--- config.mk ---
export PLATFORM = sky130hd
export DESIGN_NAME = prga_decrypt_fsm
export DESIGN_NICKNAME = d
export VERILOG_FILES = /design/src/rtl/prga_decrypt_fsm.sv
export SDC_FILE = /design/constraint.sdc
export NUM_CORES = 1
export LEC_CHECK = 0
export BUFFER_PORTS_ARGS = -buffer_cell sky130_fd_sc_hd__buf_2
export CAP_MARGIN = 15
export CORE_ASPECT_RATIO = 1.75
export CORE_MARGIN = 2
export CORE_UTILIZATION = 59
export DETAILED_ROUTE_END_ITERATION = 7
export PLACE_DENSITY = 0.87
export RECOVER_POWER = 100
export SYNTH_ARGS = -nofsm -noshare
export SYNTH_HDL_FRONTEND = slang
export SYNTH_SLANG_ARGS = --single-unit
--- constraint.sdc ---
create_clock -name clk -period 2.42 [get_ports clk]
set_clock_uncertainty 0.15 [all_clocks]
set_input_delay 0.363 -clock clk [delete_from_list [all_inputs] [get_ports clk]]
set_output_delay 0.363 -clock clk [all_outputs]
set_load 0.01 [all_outputs]
--- src/rtl/prga_decrypt_fsm.sv ---
// RC4 keystream generator and message decrypt stage: owns the S RAM after the key-schedule
// shuffle, XORs each keystream byte with the encrypted ROM and writes the result to the decrypted RAM.
module prga_decrypt_fsm #(
   parameter int unsigned MSG_LEN     = 32,
   parameter int unsigned MSG_AW      = 5,
   parameter bit          EARLY_ABORT = 1'b1
) (
   input  logic              clk,
   input  logic              reset,
   input  logic              start,
   input  logic [7:0]        s_q,
   output logic [7:0]        s_address,
   output logic [7:0]        s_data,
   output logic              s_wren,
   input  logic [7:0]        enc_q,
   output logic [MSG_AW-1:0] enc_address,
   output logic [MSG_AW-1:0] dec_address,
   output logic [7:0]        dec_data,
   output logic              dec_wren,
   output logic              busy,
   output logic              done,
   output logic              msg_valid
);

   localparam logic [7:0] LAST_K = 8'(MSG_LEN - 1);

   typedef enum logic [4:0] {
      IDLE, INC_I, RD_SI, WAIT_SI, LATCH_SI, CALC_J, RD_SJ, WAIT_SJ, LATCH_SJ,
      WR_SI, WR_SJ, RD_F, WAIT_F, LATCH_F, WR_DEC, CHECK, DONE
   } state_t;

   state_t     state;
   logic [7:0] i, j, k, si, sj, f, enc_byte;
   logic       byte_ok_c;

   // Accept only lowercase letters and space in the decrypted text.
   always_comb begin
      byte_ok_c = ((dec_data >= 8'h61) && (dec_data <= 8'h7a)) || (dec_data == 8'h20);
   end

   always_ff @(posedge clk or negedge reset) begin
      if (!reset) begin
         state       <= IDLE;
         i           <= 8'd0;
         j           <= 8'd0;
         k           <= 8'd0;
         si          <= 8'd0;
         sj          <= 8'd0;
         f           <= 8'd0;
         enc_byte    <= 8'd0;
         s_address   <= 8'd0;
         s_data      <= 8'd0;
         s_wren      <= 1'b0;
         enc_address <= '0;
         dec_address <= '0;
         dec_data    <= 8'd0;
         dec_wren    <= 1'b0;
         busy        <= 1'b0;
         done        <= 1'b0;
         msg_valid   <= 1'b1;
      end else begin
         case (state)
            IDLE: begin
               if (start) begin
                  i         <= 8'd0;
                  j         <= 8'd0;
                  k         <= 8'd0;
                  msg_valid <= 1'b1;
                  busy      <= 1'b1;
                  state     <= INC_I;
               end
            end
            INC_I: begin
               i     <= i + 8'd1;
               state <= RD_SI;
            end
            RD_SI: begin
               s_address <= i;
               state     <= WAIT_SI;
            end
            WAIT_SI:  state <= LATCH_SI;
            LATCH_SI: begin
               si    <= s_q;
               state <= CALC_J;
            end
            CALC_J: begin
               j     <= j + si;
               state <= RD_SJ;
            end
            RD_SJ: begin
               s_address <= j;
               state     <= WAIT_SJ;
            end
            WAIT_SJ:  state <= LATCH_SJ;
            LATCH_SJ: begin
               sj    <= s_q;
               state <= WR_SI;
            end
            // Swap S[i] and S[j]; i==j simply writes the same value twice.
            WR_SI: begin
               s_address <= i;
               s_data    <= sj;
               s_wren    <= 1'b1;
               state     <= WR_SJ;
            end
            WR_SJ: begin
               s_address <= j;
               s_data    <= si;
               s_wren    <= 1'b1;
               state     <= RD_F;
            end
            RD_F: begin
               s_wren      <= 1'b0;
               s_address   <= si + sj;
               enc_address <= MSG_AW'(k);
               state       <= WAIT_F;
            end
            WAIT_F:  state <= LATCH_F;
            LATCH_F: begin
               f        <= s_q;
               enc_byte <= enc_q;
               state    <= WR_DEC;
            end
            WR_DEC: begin
               dec_address <= MSG_AW'(k);
               dec_data    <= f ^ enc_byte;
               dec_wren    <= 1'b1;
               state       <= CHECK;
            end
            CHECK: begin
               dec_wren <= 1'b0;
               if (!byte_ok_c) msg_valid <= 1'b0;
               if ((EARLY_ABORT && !byte_ok_c) || (k == LAST_K)) begin
                  busy  <= 1'b0;
                  done  <= 1'b1;
                  state <= DONE;
               end else begin
                  k     <= k + 8'd1;
                  state <= INC_I;
               end
            end
            // Holding start keeps us here so one start assertion yields exactly one run.
            DONE: begin
               if (!start) begin
                  done  <= 1'b0;
                  state <= IDLE;
               end
            end
            default: state <= IDLE;
         endcase
      end
   end

endmodule

# Word level (Yosys, flattened, before mapping)
# Index checks and enable logic that the tools add are counted.
[word_totals] out_inout_bits=39 regBits=100 word_cells=92 input_bits=19
[op_classes] bitwise_logic=1 reduce_logical=23 n_addsub=4 order_cmp=2 muxes=21 n_eq_ne=23
[ops] cell="5-bit case mux with 17 select lines" n=1
[ops] cell="8-bit case mux with 2 select lines" n=4
[ops] cell="5-bit by 4-bit == test with 1-bit output, second input constant" n=8
[ops] cell="8-bit case mux with 3 select lines" n=1
[ops] cell="5-bit by 3-bit == test with 1-bit output, second input constant" n=4
[ops] cell="8-bit by 1-bit adder with 8-bit output, second input constant" n=2
[ops] cell="8-bit adder" n=2
[ops] cell="8-bit two-way mux" n=2
[ops] cell="5-bit two-way mux" n=3
[ops] cell="2-bit nonzero test" n=7
[ops] cell="3-bit AND reduction" n=4
[ops] cell="5-bit by 2-bit == test with 1-bit output, second input constant" n=2
[ops] cell="2-bit != test, second input constant" n=5
[ops] cell="1-bit case mux with 2 select lines" n=5
[ops] cell="8-bit by 5-bit == test with 1-bit output, second input constant" n=1
[ops] cell="8-bit by 6-bit == test with 1-bit output, second input constant" n=1
[ops] cell="8-bit by 7-bit greater-or-equal comparator with 1-bit output, second input constant" n=1
[ops] cell="8-bit by 7-bit <= comparator with 1-bit output, second input constant" n=1
[ops] cell="8-bit XOR" n=1
[ops] cell="2-bit AND reduction" n=3
[ops] cell="2-bit OR reduction" n=3
[ops] cell="5-bit by 1-bit == test with 1-bit output, second input constant" n=1
[ops] cell="5-bit == test, second input constant" n=1
[ops] cell="5-bit logical NOT" n=1
[ops] cell="other kinds (5)" n=10

# Longest topological paths before layout
# Gate-level depths: netlist (run 1).
[depth] ltp_word=7 ltp_mapped=8 mapped_depth_nobuf=7

# Worst setup path after synthesis (run 1)
# Ideal clock, no wire load.
[synth_timing] path_type="reg2reg" startpoint="register k[0]" endpoint="register k[3]" arrival_ns=1.936 setup_time_ns=0.078 setup_slack_ns=0.256 stages_incl_launch_ff=7 t_required_ns=2.192 path_buffers=0 synth_period_minus_slack_ns=2.164 cell_sequence="dfrtp_1 > ha_1 > and2_1 > a31oi_1 > nand2_2 > or4_1 > a21oi_1"
[synth_via] elab_chain_len=4 elab_cells_between_ends=7 cone_classes="add/sub: 1; eq/ne: 2; mux: 2; reduce/logical: 2"
[synth_lines] item="start: declaration" line="33" source="logic [7:0] i, j, k, si, sj, f, enc_byte;"
[synth_lines] item="start signal: assignment" line="138" source="k <= k + 8'd1;"
[synth_lines] item="branches (longest 4 deep; another with 8-bit by 1-bit adder with 8-bit output)"
# Several ways; the timed one is not identified. The select of a mux whose other input is x is not followed.
# A chain may end at the register's enable or synchronous reset.

# Final worst setup path (run 1)
[layout_timing] startpoint="register si[0]" endpoint="register s_address[6]"
[layout_via] elab_chain_len=2
[layout_lines] item="start: declaration" line="33"
[layout_lines] item="start signal: assignment" line="83" source="si <= s_q;"
[layout_lines] item="8-bit adder" line="114" source="s_address <= si + sj;"
[layout_lines] item="8-bit case mux with 3 select lines" line="62" source="case (state)"
[layout_lines] item="end signal: assignment" line="78" source="s_address <= i;"
[layout_lines] item="end signal: assignment" line="107" source="s_address <= j;"
[layout_lines] item="end signal: assignment" line="114"
[layout_lines] item="end: declaration" line="12" source="output logic [7:0] s_address,"
# Every way passes these cells.

==> results of run 1 <==
[worst paths after layout]
| path | startpoint | to | slack (ps) | cells past startpoint |
|---|---|---|---|---|
| min in group asynchronous | reset | j[0] | 500 | 2 |
| worst max-delay path | si[0] | s_address[6] | 80 | 7 |
| max in group asynchronous | reset | k[0] | 420 | 3 |
| worst max register to register | si[0] | s_address[6] | 80 | 7 |
| worst min register to register | enc_address[1] | enc_address[1] | 320 | 2 |
| worst min-delay path | enc_q[2] | enc_byte[2] | 90 | 2 |
[worst max-delay path, delay by kind of cell (launching register included)]
family | cells | cell delay, ps
flip-flops | 1 | 420
adder cells (fa/ha/maj) | 2 | 730
AO/OA/AOI/OAI | 4 | 760
XOR/XNOR | 1 | 150
[area by class of cell]
type / count / area [um2] / area share (%)
clock buffers: 11 / 252.7 / 4.296
clock inverters: 5 / 43.79 / 0.7444
inverters: 3 / 11.26 / 0.1914
multi-input cells: 374 / 2544 / 43.24
flip-flops and latches: 100 / 2504 / 42.56
well taps: 117 / 146.4 / 2.488
repair buffers: 79 / 381.6 / 6.487
[synthesized netlist by cell type, types with 7 or more instances]
cell                       number
sky130_fd_sc_hd__nand2_1       36
sky130_fd_sc_hd__o22ai_1        8
sky130_fd_sc_hd__o21ai_0       28
sky130_fd_sc_hd__clkbuf_1      11
sky130_fd_sc_hd__mux2_2        37
sky130_fd_sc_hd__dfrtp_1       99
sky130_fd_sc_hd__a21oi_1       41
sky130_fd_sc_hd__xnor2_1       13
sky130_fd_sc_hd__xor2_1         7
sky130_fd_sc_hd__a21o_1         8
sky130_fd_sc_hd__mux2i_1        7
sky130_fd_sc_hd__o31ai_1       10
sky130_fd_sc_hd__nand3_1       10
sky130_fd_sc_hd__nand2b_1      14
sky130_fd_sc_hd__nor2_1        52
sky130_fd_sc_hd__ha_1          16
[state kept, by name (all words and copies together), names as in the netlist]
signal / flops
s_data: 8
k: 8
msg_valid: 1
enc_address: 5
dec_wren: 1
si: 8
f: 8
state: 5
dec_address: 5
sj: 8
s_wren: 1
enc_byte: 8
done: 1
i: 8
j: 8
dec_data: 8
s_address: 8
busy: 1
[stage by stage]
step	utilization, %	power, mW
after global routing	68.29	9.465
after detailed placement	65.87	7.464
after CTS	69.43	8.928
final	68.29	8.878
after global placement	65.87	7.190
after floorplan	-	6.112
[per-layer routing]
metal	GRT usage [%]	wire length, um
met1	32.52	4567
met2	49.19	6939
met3	6.447	543
met4	14.39	605
met5	0	0
[placed cells by master, fill, tap and decap left out, types with 4 or more instances in the layout]
| cell | n |
|---|---|
| sky130_fd_sc_hd__clkbuf_16 | 9 |
| sky130_fd_sc_hd__ha_1 | 16 |
| sky130_fd_sc_hd__nand2_1 | 38 |
| sky130_fd_sc_hd__and3_1 | 5 |
| sky130_fd_sc_hd__nor3b_1 | 5 |
| sky130_fd_sc_hd__buf_2 | 17 |
| sky130_fd_sc_hd__a21o_1 | 8 |
| sky130_fd_sc_hd__or3_1 | 6 |
| sky130_fd_sc_hd__nand2b_1 | 14 |
| sky130_fd_sc_hd__o31ai_1 | 10 |
| sky130_fd_sc_hd__nor2_1 | 52 |
| sky130_fd_sc_hd__a21oi_1 | 41 |
| sky130_fd_sc_hd__o211ai_1 | 5 |
| sky130_fd_sc_hd__mux2i_1 | 7 |
| sky130_fd_sc_hd__o21ai_0 | 28 |
| sky130_fd_sc_hd__o22ai_1 | 8 |
| sky130_fd_sc_hd__a222oi_1 | 4 |
| sky130_fd_sc_hd__buf_4 | 13 |
| sky130_fd_sc_hd__clkbuf_1 | 43 |
| sky130_fd_sc_hd__nand3_1 | 10 |
| sky130_fd_sc_hd__nand4_1 | 5 |
| sky130_fd_sc_hd__a22o_1 | 4 |
| sky130_fd_sc_hd__clkbuf_2 | 4 |
| sky130_fd_sc_hd__or4_1 | 4 |
| sky130_fd_sc_hd__nor3_1 | 7 |
| sky130_fd_sc_hd__dfrtp_1 | 99 |
| sky130_fd_sc_hd__xnor2_1 | 13 |
| sky130_fd_sc_hd__mux2_2 | 37 |
| sky130_fd_sc_hd__xor2_1 | 7 |
[power groups by stage]
stage          clock network, mW  registers, mW  logic, mW
6_report                    1.41           3.23       4.24
5_1_grt                     1.50           3.32       4.65
4_1_cts                     1.41           3.21       4.31
3_5_place_dp                   0           3.21       4.25
3_3_place_gp                   0           3.16       4.03
2_1_floorplan                  0           3.13       2.99
[what timing repair did]
action                                  CTS  global route
hold endpoints to repair                 31             0
resized for setup                         0             2
endpoints found under the setup margin    0             2
hold buffers                              1             0
[logic make-up (layout without fill, tap and decap cells)]
logic type | after synthesis | in the layout
AO/OA/AOI/OAI | 129 | 129
XOR/XNOR | 20 | 20
adder cells (fa/ha/maj) | 18 | 18
buffers and inverters | 23 | 98
flip-flops | 100 | 100
multiplexers | 44 | 44
AND/OR/NAND/NOR | 163 | 163
==> summary.md, run 1 <==
| Metric | Value |
|---|---|
| Result of the run | `finished clean` |
| Overflow left after global routing | `0` |
| Area share of the largest cell type after synthesis | `approximately half` |
| Tot GR Track Use | `roughly 29%` |
| Die boundary height | `about 130 um` |
| Synthesis-stage register bit count | `100` |
| Number of cell rows | `45` |
| Share of post-route cells with drive strength above 1 | `between 10% and 20%` |
| Area fraction in compound gates after synthesis | `between 15 and 20%` |
| Critical path start-end classification | `register to register` |
| Iteration-0 DRC Markers | `341` |
| Slowest stage delay, CP | `450 ps` |
| Worst Hold Slack | `around 90 ps` |
| Number of inserted filler cells in the final layout | `663` |
| Cell chosen for the clock root | `sky130_fd_sc_hd__clkbuf_16` |
| Post-synthesis mux area share | `under 10%` |
| Syn_area_per_cell | `around 10 um2` |
| CTS tree | `yes` |
| Overall die area | `roughly 9500 um2` |
| Largest net degree at the start of global routing | `44` |
| Vias in the first global route | `between 4000 and 5000` |
| Actual slew at the worst max-slew pin | `approximately 840 ps` |
| Mapped cell area | `roughly 5200 um2` |
| Dominant cells by area after synthesis | `sky130_fd_sc_hd__dfrtp_1, sky130_fd_sc_hd__mux2_2, sky130_fd_sc_hd__a21oi_1` |
| Lkg Pwr | `roughly 2.6 nW` |
| Critical Path RT | `between 2000 and 2500 ps` |
| Critical Path Fanout Max | `4` |
| Number of clock sinks | `100` |
| Number of antenna violations at the first check in global routing | `0` |
| Adder-Cell Fraction of Synth Area | `4.655%` |
| Synth Area in XOR/XNOR | `3.394%` |
| First-pass GRT wire length | `a little over 20000 um` |
| Cells traversed along the worst timing path | `ha_1 -> fa_1 -> a211oi_1 -> o21bai_1 -> a21oi_1 -> xor2_1 -> o21ai_0` |
| Number of nets in the synthesized netlist | `between 500 and 600` |
| DR pass1 iterations | `5` |
| Clock latency on the worst-skew pair | `350 ps` |
| Core box area | `roughly 8600 um2` |
| Setup repair after global routing missed its margin | `false` |
| Max-slew violation count | `0` |
| Initial Util | `59.91%` |
| Combinational family with the most area after synthesis | `simple AND/OR/NAND/NOR gates` |
| Vias per std cell | `a little over 6` |
| Post-synth EDFFs | `0` |
| Endpoint kind of the worst setup timing path | `register` |
| Clock buffers created by TritonCTS | `9` |
| Warnings, synthesis | `0` |
| Peak supply drop | `0.7923 mV` |
| Instance count after placement with tap cells included | `~670` |
| DRC violation count after routing | `0` |
| Total via count in the routed design | `4264` |
| Post-layout minimum cycle time | `2343 ps` |
| Endpoint arrival time on the critical path | `~2400 ps` |
| Placed instance area | `5674 um2` |
| Cell count after synthesis | `~500` |
| Gp weighted congestion | `0.9169` |
| Simple-gate area share of the yosys netlist | `between 15 and 20%` |
| Diode count | `0` |
| Share of the cycle needed by the critical path after routing | `between 90% and 100%` |
| Power density normalized to cell area | `~1500 nW/um2` |
| Slowest cell on the critical path | `sky130_fd_sc_hd__fa_1` |
| Portion of the post-synthesis area used by sequential elements | `48.51%` |
| Total routed wirelength | `12660 um` |
| Internal power summed over all cells | `5.072 mW` |
| Dpl ws | `a little under 90 ps` |
| Count of port buffers added during placement | `between 50 and 60` |
| Detailed placement HPWL | `9275 um` |
| Number of nets still failing antenna checks after routing | `0` |
| Clock tree buffer depth | `2` |
| Worst min-delay path class | `primary input to register` |
| Sum of negative setup slack | `0 ps` |
| Normalized max-slew margin | `around 44%` |
| Boundary Pins | `58` |
| Portion of total power attributed to sequential cells | `between 30 and 40%` |
| Element type at the critical path start | `register` |
| Maximum clock frequency | `around 430 MHz` |
| Setup bufs post-CTS | `0` |
| Proportion of register bits with asynchronous set or reset after synthesis | `100.0%` |
| Routed length per placed instance | `~18 um` |
| Commonest register cell after synthesis | `sky130_fd_sc_hd__dfrtp_1` |
| Clock transition at the register clock pins on the worst setup and hold paths after CTS | `around 70 ps` |
| Number of hold-slack violations in the final timing report | `0` |
| Area growth syn-to-layout | `13.99%` |
| Net switching power | `3.806 mW` |
| Gate power share | `between 40% and 50%` |
| Overall die width | `74.70 um` |
| Smallest setup slack after layout | `about 77 ps` |
| Max Cap Violations | `0` |
| Sw frac | `42.87%` |
| Post-route standard cell area excluding fillers | `roughly 5900 um2` |
| Number of standard cells in the layout, taps in and fillers out | `~690` |
| Final setup violating endpoints | `0` |
| Nets | `slightly above 600` |
| Post-synthesis cell type with the largest combined area | `sky130_fd_sc_hd__dfrtp_1` |
| Number of distinct library cells after synthesis | `55` |
| Clock group share of total power | `15.8%` |
| H-tree depth reported by CTS | `3` |
Power figures use the tool's default switching activity.
==> run 2: changes to the inputs <==
- CORE_UTILIZATION: 59 -> 63
- PLACE_DENSITY: 0.87 -> 0.92
- clock period: 2.42 -> 2.75 ns (I/O delays scaled with it)
==> run 2 against run 1 <==
Setup slack better by 120 ps. Clock power fell by 9%. Sequential share of layout area grew 0.70 points. Via count barely moved. Register-to-register slack improved by 120 ps. Sequential power is 11% lower. Critical path type unchanged. Critical endpoint is now enc_byte[1]. Largest power group unchanged.
==> summary.md, run 2 (synthesized netlist as in run 1, its figures left out) <==
| Metric | Value |
|---|---|
| Critical Path Fanout Max | `21 (+17)` |
| Worst setup path startpoint | `state[1]` |
| Result of the run | `finished clean` |
| Number of antenna violations at the first check in global routing | `0 (unchanged)` |
| Gp weighted congestion | `1.004 (+9.5%)` |
| Diode count | `0 (unchanged)` |
| Setup bufs post-CTS | `0 (unchanged)` |
| DRC violation count after routing | `0 (unchanged)` |
| Max-slew violation count | `0 (unchanged)` |
| Number of standard cells in the layout, taps in and fillers out | `653 (-5.2%)` |
| Endpoint kind of the worst setup timing path | `register` |
| Number of hold-slack violations in the final timing report | `0 (unchanged)` |
| Normalized max-slew margin | `11.66% (-33 points)` |
| Critical path's top delay family | `buffers and inverters` |
| Initial Util | `64.82% (+4.9 points)` |
| Core box area | `7963 um2 (-7.6%)` |
| Number of cell rows | `43 (-4.4%)` |
| Overall die width | `72.42 um (-3.1%)` |
| Smallest setup slack after layout | `196.3 ps (+119.6 ps)` |
| Clock buffers created by TritonCTS | `9 (unchanged)` |
| Lkg Pwr | `2.521 nW (-1.9%)` |
| Cell chosen for the clock root | `sky130_fd_sc_hd__clkbuf_16` |
| Routed length per placed instance | `19.34 um (+5.3%)` |
| Crit Reg-Reg Startpoint | `state[1]` |
| Met2 layer usage reported by global route | `50.57% (+1.4 points)` |
| Post-cts resize count | `0 (unchanged)` |
| Highest-count cells in the layout ignoring fill and taps | `sky130_fd_sc_hd__dfrtp_1, sky130_fd_sc_hd__nor2_1, sky130_fd_sc_hd__clkbuf_1` |
| Endpoint arrival time on the critical path | `2630 ps (+210 ps)` |
| Element type at the critical path start | `register` |
| First-pass GRT wire length | `20370 um (-1.6%)` |
| Endpoint of the most critical setup path | `enc_byte[1]` |
| Post-layout minimum cycle time | `2554 ps (+210.4 ps)` |
| Count of port buffers added during placement | `57 (unchanged)` |
| Setup repair after global routing missed its margin | `false` |
| Clock transition at the register clock pins on the worst setup and hold paths after CTS | `70 ps (about the same)` |
| Multi-input gate area in the final layout | `2535 um2 (-0.34%)` |
| Largest net degree at the start of global routing | `42 (-4.5%)` |
| Portion of total power attributed to sequential cells | `36.8% (+0.4 points)` |
| Number of hold-repair buffers added at the cts stage | `1 (unchanged)` |
| CP Depth | `5 (-2)` |
| Cells traversed along the worst timing path | `buf_4 -> nand2b_1 -> nor3_2 -> clkbuf_1 -> mux2_2` |
| DR pass1 iterations | `6 (+1)` |
| Detailed placement HPWL | `8881 um (-4.2%)` |
| Nets | `595 (-1.5%)` |
| Sw frac | `43.09% (+0.22 points)` |
| Net switching power | `3.351 mW (-12%)` |
| Number of clock sinks | `100 (unchanged)` |
| Sum of negative setup slack | `0 ps (unchanged)` |
| Slowest cell on the critical path | `sky130_fd_sc_hd__clkbuf_1` |
| Maximum clock frequency | `391.6 MHz (-8.2%)` |
| CTS tree | `yes` |
| Die boundary height | `123.7 um (-3.1%)` |
| Dpl ws | `398.6 ps (+310.7 ps)` |
| Iteration-0 DRC Markers | `342 (+0.29%)` |
| Overall die area | `8961 um2 (-6.1%)` |
| GR met3 Demand/Resource | `4.773% (-1.7 points)` |
| Global routing usage on met1 | `35.50% (+3.0 points)` |
| Boundary Pins | `58 (unchanged)` |
| Vias in the first global route | `4162 (-1.6%)` |
| Max Cap Violations | `0 (unchanged)` |
| Final setup violating endpoints | `0 (unchanged)` |
| Clock tree buffer depth | `2 (unchanged)` |
| H-tree depth reported by CTS | `3 (unchanged)` |
| Worst min-delay path class | `primary input to register` |
| Tot GR Track Use | `29.90% (+1.2 points)` |
| R2R depth | `5 (-2)` |
| Clock group share of total power | `16.6% (+0.8 points)` |
| Slowest stage delay, CP | `700 ps (+250 ps)` |
| Vias per std cell | `6.525 (+5.4%)` |
| Worst reg2reg path endpoint | `enc_byte[1]` |
| Critical path start-end classification | `register to register` |
| Internal power summed over all cells | `4.426 mW (-13%)` |
| Area growth syn-to-layout | `12.15%` |
| Gate power share | `46.6% (-1.2 points)` |
| Buffers and inverters on the worst path | `2 (+2)` |
| FF/Latch Area | `2504 um2 (unchanged)` |
| Number of nets still failing antenna checks after routing | `0 (unchanged)` |
| Share of post-route cells with drive strength above 1 | `15.45% (-1.7 points)` |
| Share of the cycle needed by the critical path after routing | `92.86% (-4.0 points)` |
| Setup slack of the worst register-to-register path | `200 ps (+120 ps)` |
| Power density normalized to cell area | `1344 nW/um2 (-11%)` |
| Total routed wirelength | `12630 um (-0.19%)` |
| Instance count after placement with tap cells included | `636 (-5.4%)` |
| Overflow left after global routing | `0 (unchanged)` |
| Critical Path RT | `2830 ps (+340 ps)` |
| Most common cell after layout, fill and taps aside | `sky130_fd_sc_hd__dfrtp_1` |
| Clock latency on the worst-skew pair | `350 ps (about the same)` |
| Most used routing layer in global routing | `met2` |
| Peak supply drop | `0.7699 mV (-2.8%)` |
| Worst Hold Slack | `143.3 ps (+54.03 ps)` |
| Total via count in the routed design | `4261 (-0.070%)` |
| Actual slew at the worst max-slew pin | `1325 ps (+487.7 ps)` |
| Number of inserted filler cells in the final layout | `561 (-15%)` |
[run 2: cell types whose count changed in the layout (fill, tap and decap cells not counted), sizes merged]
| cell | delta |
|---|---|
| bufinv | +1 |
| inv | +1 |
| buf | -8 |
| clkinvlp | +1 |
| clkinv | -2 |
| clkbuf | -2 |
[run 2: worst min path at each step]
stage | startpoint | endpoint | slack (ps) | depth (start not counted)
after floorplan | reset | busy | -30 | 0
after global placement | reset | s_address[1] | 270 | 1
after detailed placement | reset | s_address[1] | 280 | 1
after CTS | enc_q[3] | enc_byte[3] | 140 | 2
after global routing | enc_q[6] | enc_byte[6] | 140 | 2
final | enc_q[6] | enc_byte[6] | 140 | 2
[run 2: power groups by stage]
stage / Clock [mW] / Combinational, mW / Sequential, mW
floorplan: 0 / 2.63 / 2.75
global placement: 0 / 3.44 / 2.81
detailed placement: 0 / 3.61 / 2.86
CTS: 1.30 / 3.71 / 2.84
global route: 1.37 / 4.00 / 2.94
finish: 1.29 / 3.62 / 2.86
[run 2: per-stage QoR]
| stage | utilization, % | instance area [um2] | power (mW) |
|---|---|---|---|
| 2_1_floorplan | - | 5161 | 5.379 |
| 3_3_place_gp | 69.99 | 5573 | 6.243 |
| 3_5_place_dp | 69.99 | 5573 | 6.470 |
| 4_1_cts | 73.88 | 5883 | 7.846 |
| 5_1_grt | 72.69 | 5788 | 8.309 |
| 6_report | 72.69 | 5788 | 7.777 |
[run 2: per-layer routing]
layer / up-vias / share of wire, %
met5: - / 0
met4: 0 / 5.1
met3: 50 / 4.8
met2: 173 / 53
met1: 2101 / 37
li1: 1937 / -
[run 2: final cells by class]
class / instances / share of cell area [%]
timing repair buffer: 70 / 5.620
multi-input combinational: 374 / 43.80
inverter: 3 / 0.1946
clock inverter: 6 / 1.232
tap: 90 / 1.946
sequential: 100 / 43.26
clock buffer: 10 / 3.956
[run 2: worst register-to-register path, stage by stage, from the launching register on]
cell,delay (ps)
sky130_fd_sc_hd__dfrtp_1,430
sky130_fd_sc_hd__buf_4,230
sky130_fd_sc_hd__nand2b_1,290
sky130_fd_sc_hd__nor3_2,200
sky130_fd_sc_hd__clkbuf_1,700
sky130_fd_sc_hd__mux2_2,440
